--- src/rtl/cracker_host.sv ---
// cracker_host: host end of the hash-cracker UART byte protocol.
// Streams a job (8 alphabet lines, seed, goal) out and parses 10-byte reply lines.
module cracker_host (
    input  logic        clk,
    input  logic        reset,
    input  logic        start,
    input  logic [31:0] seed,
    input  logic [31:0] goal,
    input  logic        alpha_valid,
    input  logic [7:0]  alpha_data,
    output logic        alpha_ready,
    input  logic        tx_ready,
    output logic        tx_send,
    output logic [7:0]  tx_data,
    input  logic        rx_valid,
    input  logic [7:0]  rx_data,
    output logic        busy,
    output logic        evt_reset,
    output logic        evt_start,
    output logic        result_valid,
    output logic [55:0] result_str,
    output logic [15:0] result_count,
    output logic        job_done,
    output logic        job_err,
    output logic        frame_err
);
    localparam logic [2:0] S_IDLE       = 3'd0;
    localparam logic [2:0] S_SEND_ALPHA = 3'd1;
    localparam logic [2:0] S_SEND_SEED  = 3'd2;
    localparam logic [2:0] S_SEND_GOAL  = 3'd3;
    localparam logic [2:0] S_WAIT_START = 3'd4;
    localparam logic [2:0] S_RUNNING    = 3'd5;

    localparam logic [7:0]  LF = 8'h0A;
    localparam logic [7:0]  CR = 8'h0D;
    localparam logic [55:0] LINE_RESET = {7'd32, 7'd32, 7'd32, 7'd84, 7'd69, 7'd83, 7'd69, 7'd82};
    localparam logic [55:0] LINE_START = {7'd32, 7'd32, 7'd32, 7'd84, 7'd82, 7'd65, 7'd84, 7'd83};

    logic [2:0]  r_state;
    logic [31:0] r_seed;
    logic [31:0] r_goal;
    logic        r_guard;
    logic [2:0]  r_lf_cnt;
    logic [1:0]  r_byte_cnt;
    logic        r_tx_send;
    logic [7:0]  r_tx_data;
    logic [3:0]  r_rx_pos;
    logic        r_discard;
    logic [55:0] r_line;
    logic        r_evt_reset;
    logic        r_evt_start;
    logic        r_result_valid;
    logic        r_frame_err;
    logic [55:0] r_result_str;
    logic [15:0] r_result_count;

    logic       w_busy;
    logic       w_abort;
    logic       w_can_send;
    logic       w_alpha_take;
    logic       w_accept;
    logic [7:0] w_seed_byte;
    logic [7:0] w_goal_byte;

    assign w_busy       = (r_state != S_IDLE);
    assign w_abort      = r_evt_reset && w_busy;
    // guard covers the cycle tx_send is high, before the UART can drop tx_ready
    assign w_can_send   = tx_ready && !r_guard && !w_abort;
    assign w_alpha_take = (r_state == S_SEND_ALPHA) && alpha_valid && w_can_send;
    assign w_accept     = start && (r_state == S_IDLE);
    assign w_seed_byte  = r_seed[{r_byte_cnt, 3'b000} +: 8];
    assign w_goal_byte  = r_goal[{r_byte_cnt, 3'b000} +: 8];

    assign alpha_ready  = (r_state == S_SEND_ALPHA) && w_can_send;
    assign busy         = w_busy;
    assign tx_send      = r_tx_send;
    assign tx_data      = r_tx_data;
    assign job_done     = r_evt_reset && (r_state == S_RUNNING);
    assign job_err      = w_abort && (r_state != S_RUNNING);
    assign evt_reset    = r_evt_reset;
    assign evt_start    = r_evt_start;
    assign result_valid = r_result_valid;
    assign result_str   = r_result_str;
    assign result_count = r_result_count;
    assign frame_err    = r_frame_err;

    always_ff @(posedge clk) begin
        if (w_accept) begin
            r_seed <= seed;
            r_goal <= goal;
        end
    end

    always_ff @(posedge clk) begin
        if (reset) begin
            r_state    <= S_IDLE;
            r_guard    <= 1'b0;
            r_lf_cnt   <= 3'd0;
            r_byte_cnt <= 2'd0;
            r_tx_send  <= 1'b0;
            r_tx_data  <= 8'd0;
        end else begin
            r_tx_send <= 1'b0;
            r_guard   <= 1'b0;
            case (r_state)
                S_IDLE: begin
                    if (w_accept) begin
                        r_state    <= S_SEND_ALPHA;
                        r_lf_cnt   <= 3'd0;
                        r_byte_cnt <= 2'd0;
                    end
                end
                S_SEND_ALPHA: begin
                    if (w_abort) begin
                        r_state <= S_IDLE;
                    end else if (w_alpha_take) begin
                        r_tx_send <= 1'b1;
                        r_guard   <= 1'b1;
                        r_tx_data <= alpha_data;
                        if (alpha_data == LF) begin
                            r_lf_cnt <= r_lf_cnt + 3'd1;
                            if (r_lf_cnt == 3'd7) r_state <= S_SEND_SEED;
                        end
                    end
                end
                S_SEND_SEED: begin
                    if (w_abort) begin
                        r_state <= S_IDLE;
                    end else if (w_can_send) begin
                        r_tx_send  <= 1'b1;
                        r_guard    <= 1'b1;
                        r_tx_data  <= w_seed_byte;
                        r_byte_cnt <= r_byte_cnt + 2'd1;
                        if (r_byte_cnt == 2'd3) r_state <= S_SEND_GOAL;
                    end
                end
                S_SEND_GOAL: begin
                    if (w_abort) begin
                        r_state <= S_IDLE;
                    end else if (w_can_send) begin
                        r_tx_send  <= 1'b1;
                        r_guard    <= 1'b1;
                        r_tx_data  <= w_goal_byte;
                        r_byte_cnt <= r_byte_cnt + 2'd1;
                        if (r_byte_cnt == 2'd3) r_state <= S_WAIT_START;
                    end
                end
                S_WAIT_START: begin
                    if (w_abort)          r_state <= S_IDLE;
                    else if (r_evt_start) r_state <= S_RUNNING;
                end
                S_RUNNING: begin
                    if (r_evt_reset) r_state <= S_IDLE;
                end
                default: r_state <= S_IDLE;
            endcase
        end
    end

    // line buffer: first character received ends up in char 0
    always_ff @(posedge clk) begin
        if (rx_valid && !r_discard && (r_rx_pos < 4'd8) && (rx_data != LF) && !rx_data[7])
            r_line <= {rx_data[6:0], r_line[55:7]};
    end

    always_ff @(posedge clk) begin
        if (reset) begin
            r_rx_pos       <= 4'd0;
            r_discard      <= 1'b0;
            r_evt_reset    <= 1'b0;
            r_evt_start    <= 1'b0;
            r_result_valid <= 1'b0;
            r_frame_err    <= 1'b0;
            r_result_str   <= 56'd0;
            r_result_count <= 16'd0;
        end else begin
            r_evt_reset    <= 1'b0;
            r_evt_start    <= 1'b0;
            r_result_valid <= 1'b0;
            r_frame_err    <= 1'b0;
            if (w_accept) r_result_count <= 16'd0;
            if (rx_valid) begin
                if (r_discard) begin
                    if (rx_data == LF) r_discard <= 1'b0;
                end else if (r_rx_pos < 4'd8) begin
                    if (rx_data == LF) begin
                        r_frame_err <= 1'b1;
                        r_rx_pos    <= 4'd0;
                    end else if (rx_data[7]) begin
                        r_frame_err <= 1'b1;
                        r_discard   <= 1'b1;
                        r_rx_pos    <= 4'd0;
                    end else begin
                        r_rx_pos <= r_rx_pos + 4'd1;
                    end
                end else if (r_rx_pos == 4'd8) begin
                    if (rx_data == CR) begin
                        r_rx_pos <= 4'd9;
                    end else begin
                        r_frame_err <= 1'b1;
                        r_rx_pos    <= 4'd0;
                        r_discard   <= (rx_data != LF);
                    end
                end else begin
                    r_rx_pos <= 4'd0;
                    if (rx_data == LF) begin
                        if (r_line == LINE_RESET) begin
                            r_evt_reset <= 1'b1;
                        end else if (r_line == LINE_START) begin
                            r_evt_start <= 1'b1;
                        end else begin
                            r_result_valid <= 1'b1;
                            r_result_str   <= r_line;
                            if (!w_accept && (r_result_count != 16'hFFFF))
                                r_result_count <= r_result_count + 16'd1;
                        end
                    end else begin
                        r_frame_err <= 1'b1;
                        r_discard   <= 1'b1;
                    end
                end
            end
        end
    end
endmodule
--- config.mk ---
export PLATFORM = sky130hd
export DESIGN_NAME = cracker_host
export DESIGN_NICKNAME = d
export VERILOG_FILES = /design/src/rtl/cracker_host.sv
export SDC_FILE = /design/constraint.sdc
export NUM_CORES = 1
export LEC_CHECK = 0
export CORE_UTILIZATION = 47
export CTS_CLUSTER_DIAMETER = 120
export DETAILED_ROUTE_END_ITERATION = 6
export GPL_TIMING_DRIVEN = 0
export PLACE_DENSITY = 0.78
export SYNTH_ARGS = -nofsm -noshare
export SYNTH_HDL_FRONTEND = slang
export SYNTH_SLANG_ARGS = --single-unit
--- constraint.sdc ---
create_clock -name clk -period 8.95 [get_ports clk]
set_input_delay 1.3425 -clock clk [delete_from_list [all_inputs] [get_ports clk]]
set_output_delay 1.3425 -clock clk [all_outputs]
set_load 0.005 [all_outputs]
==> out/metrics.cfg <==
[floorplanning]
ios=175
die_width_um=139.4
rows=49
core_um2=18210
die_h_um=139.4
design.die.area_um2=19420
initial_core_util_pct=48.70

[worst_setup_path]
critical_path.endpoint_type=output port
worstReg2RegStart=r_line[48]$_DFFE_PP_
critPathKind=input pin to output port
cp_data_required_time_ns=7.61
ff2ff_path_depth=7
worstPathArrival_ns=2.95
worst_path_maximum_fanout=5
worst_setup_path_start_kind=input pin
regToRegEndpoint=result_count[10]$_SDFF_PP0_
ff2ff_setup_slack_ns=6.13

[power_and_ir_drop]
comb_power_share_pct=14.1
power-per-cell-area_nw_per_um2=206.0
sw_frac_of_total_pct=24.30
pwr-share-clk_pct=36.7
post-layout-total-power_uw=2417
seq_power_share_pct=49.2
power.ir.vdd_worst_v=0.0001556
internal_uw=1830
power_leakage_uw=0.004027
net_load_switching_power_uw=587.3

[timing]
fin_crit_ns=4.294
finClkSkew_ns=0.01228
worst_slew_margin_rel_pct=38.48
finalMaxSlewViolations=0
setup_repair_after_global_routing_missed_its_margin=false
timing.final.crit_share_pct=47.98
final.hold.worst_slack_ns=0.4746
finalSetupTns_ns=0
finalSetupViolations=0
finalHoldViolCount=0
achievable-frequency_mhz=232.9
tightestPinTransition_ns=0.9144

[placed_design]
dpl.hpwl_mm=16.41
portBuffers=173
finalWeightedCongestion=0.8704
dpl_cell_area_um2=11040

[yosys]
synthesis.area_per_instance_um2=11.95
synth-edff-count=120
syn-cell-area_um2=8869
ys_dominant_reg_cell=sky130_fd_sc_hd__edfxtp_1
synth_seq_area_share_pct=62.75
synth.ff_latch_count=218
synthCells=742
synth-async-reset-ratio_pct=0
synth.lib_cells_used.distinct=60
synth.yosys.warnings=0
synth_fp_nets=834

[grt]
antenna_found_initial=0
global_route.overflow_total=0
grt_start_max_net_pins=16
grt_pass1_wl_mm=35.48
grt_usage_pct=23.45
grt_pass1_vias=6622

[final_layout]
fin_nets=1044
post-route-util_pct=64.43
layout_commonest_cell=sky130_fd_sc_hd__clkdlybuf4s50_1
fillCellCount=1368
stdcell_area_um2=11730
final_layout_size_suffix_gt1_share_pct=9.504
diodes=0
area_growth_syn_to_layout_pct=32.29
mostFrequentLayoutCells=sky130_fd_sc_hd__clkdlybuf4s50_1, sky130_fd_sc_hd__edfxtp_1, sky130_fd_sc_hd__dfxtp_1, sky130_fd_sc_hd__a21oi_1, sky130_fd_sc_hd__nand3_1

[clocking]
worst_skew_pair.late_latency_ns=0.50
count_of_clock_tree_sinks=218
cts-root-to-sink-buffers=3
path_clk_slew_ns=0.06
cts_tree=yes
cts.repair.resized=0
clockRootBuffer=sky130_fd_sc_hd__clkbuf_16
post_cts_buffers=0
htreeDepth=1
cts_hold_buf=0
cts_made_buffers=23

[drt]
antenna_left=0
detail_route.first_pass.iterations=5
routed_wl_mm=23.03
detail_route.iter0.violations=539
route.vias.total=6945
drc=0
via_density_per_instance=5.802
wire_per_inst_um=19.24

[outcome]
run_status=completed

[worst_hold_path]
min_path_cells=2
hold_path.class=flop to flop
holdPathEnd=result_str[30]$_SDFFE_PP0P_
holdCritStartpoint=result_str[30]$_SDFFE_PP0P_

[run]
cap_viol_max_count=0

## power groups by stage
stage                     sequential [uW]  combinational (uW)  clock (uW)
final                                1190                 341         887
after detailed placement             1210                 340           0
after global placement               1220                 308           0
after global routing                 1200                 367         938
after CTS                            1190                 342         895
after floorplan                      1210                 193           0
## routing by layer
layer / up-vias / GRT usage, % / part of all wire, %
met5: - / 0 / 0
met4: 0 / 7.836 / 2.6
met3: 47 / 3.063 / 7.5
met2: 304 / 38.56 / 48
met1: 3332 / 32.14 / 42
li1: 3262 / - / -
## critical path, cell delays in order
cell                              delay, ns
sky130_fd_sc_hd__clkdlybuf4s50_1       0.47
sky130_fd_sc_hd__nor3b_1               0.43
sky130_fd_sc_hd__and2_1                0.20
sky130_fd_sc_hd__clkdlybuf4s50_1       0.51
## cells in the mapped netlist, types with 7 or more instances
cell type                  instances  area [um2]
sky130_fd_sc_hd__edfxtp_1        120        3603
sky130_fd_sc_hd__nand4_1           8       50.05
sky130_fd_sc_hd__clkbuf_1         31       116.4
sky130_fd_sc_hd__dfxtp_1          98        1962
sky130_fd_sc_hd__mux4_2            8       180.2
sky130_fd_sc_hd__buf_2             7       35.03
sky130_fd_sc_hd__mux2i_1          38       380.4
sky130_fd_sc_hd__or4_1            10       75.07
sky130_fd_sc_hd__nor2b_1           9       56.30
sky130_fd_sc_hd__or3_1             7       43.79
sky130_fd_sc_hd__o221a_2           8       90.09
sky130_fd_sc_hd__nor3_1            7       35.03
sky130_fd_sc_hd__inv_1             9       33.78
sky130_fd_sc_hd__nand2_1          31       116.4
sky130_fd_sc_hd__buf_4             7       52.55
sky130_fd_sc_hd__nand3_1          67       335.3
sky130_fd_sc_hd__nor4b_1           8       70.07
sky130_fd_sc_hd__a21oi_1          80       400.4
sky130_fd_sc_hd__o21ai_0          56       280.3
sky130_fd_sc_hd__nor2_1           31       116.4
## kinds of logic after synthesis
family                     Yosys count  synth area share, %
and+or+nand+nor                    224                14.25
adders and majority gates            6               0.8465
muxes                               46                6.320
buffers and inverters               62                3.202
AOI/OAI and AO/OA                  185                12.53
DFF                                218                62.75
xor gates and xnor gates             1              0.09878
## metrics by stage
step | instances | setup slack [ns]
after floorplan | 742 | 1.056
after global placement | 1144 | -1.409
after detailed placement | 1156 | 4.675
after CTS | 1197 | 4.668
after global routing | 1197 | 4.588
final | 1197 | 4.656
## registers in the layout, indices dropped and copies added, names as in the netlist
register	count
frame_err	1
evt_reset	1
result_str	56
r_state	3
tx_send	1
r_lf_cnt	3
r_byte_cnt	2
result_valid	1
result_count	16
r_rx_pos	4
r_line	56
tx_data	8
r_goal	32
r_seed	32
evt_start	1
r_discard	1
## worst max-delay path by stage
stage                     from              endpoint  depth (start not counted)
floorplan           rx_data[7]   r_line[0]$_DFFE_PP_                          3
CTS                   tx_ready           alpha_ready                          4
global placement    rx_data[1]  r_line[24]$_DFFE_PP_                          4
finish                tx_ready           alpha_ready                          4
detailed placement    tx_ready           alpha_ready                          4
global route          tx_ready           alpha_ready                          4
## area by class of cell
type	count	area [um2]	area share [%]
plain buffers	53	250.2	2.133
multi-input cells	462	3040	25.91
flip-flops and latches	218	5565	47.44
clock inverters	11	91.34	0.7785
inverters	9	33.78	0.2879
repair buffers	185	1863	15.88
well taps	229	286.5	2.442
clock buffers	30	601.8	5.130
(Power assumes the default switching activity.)
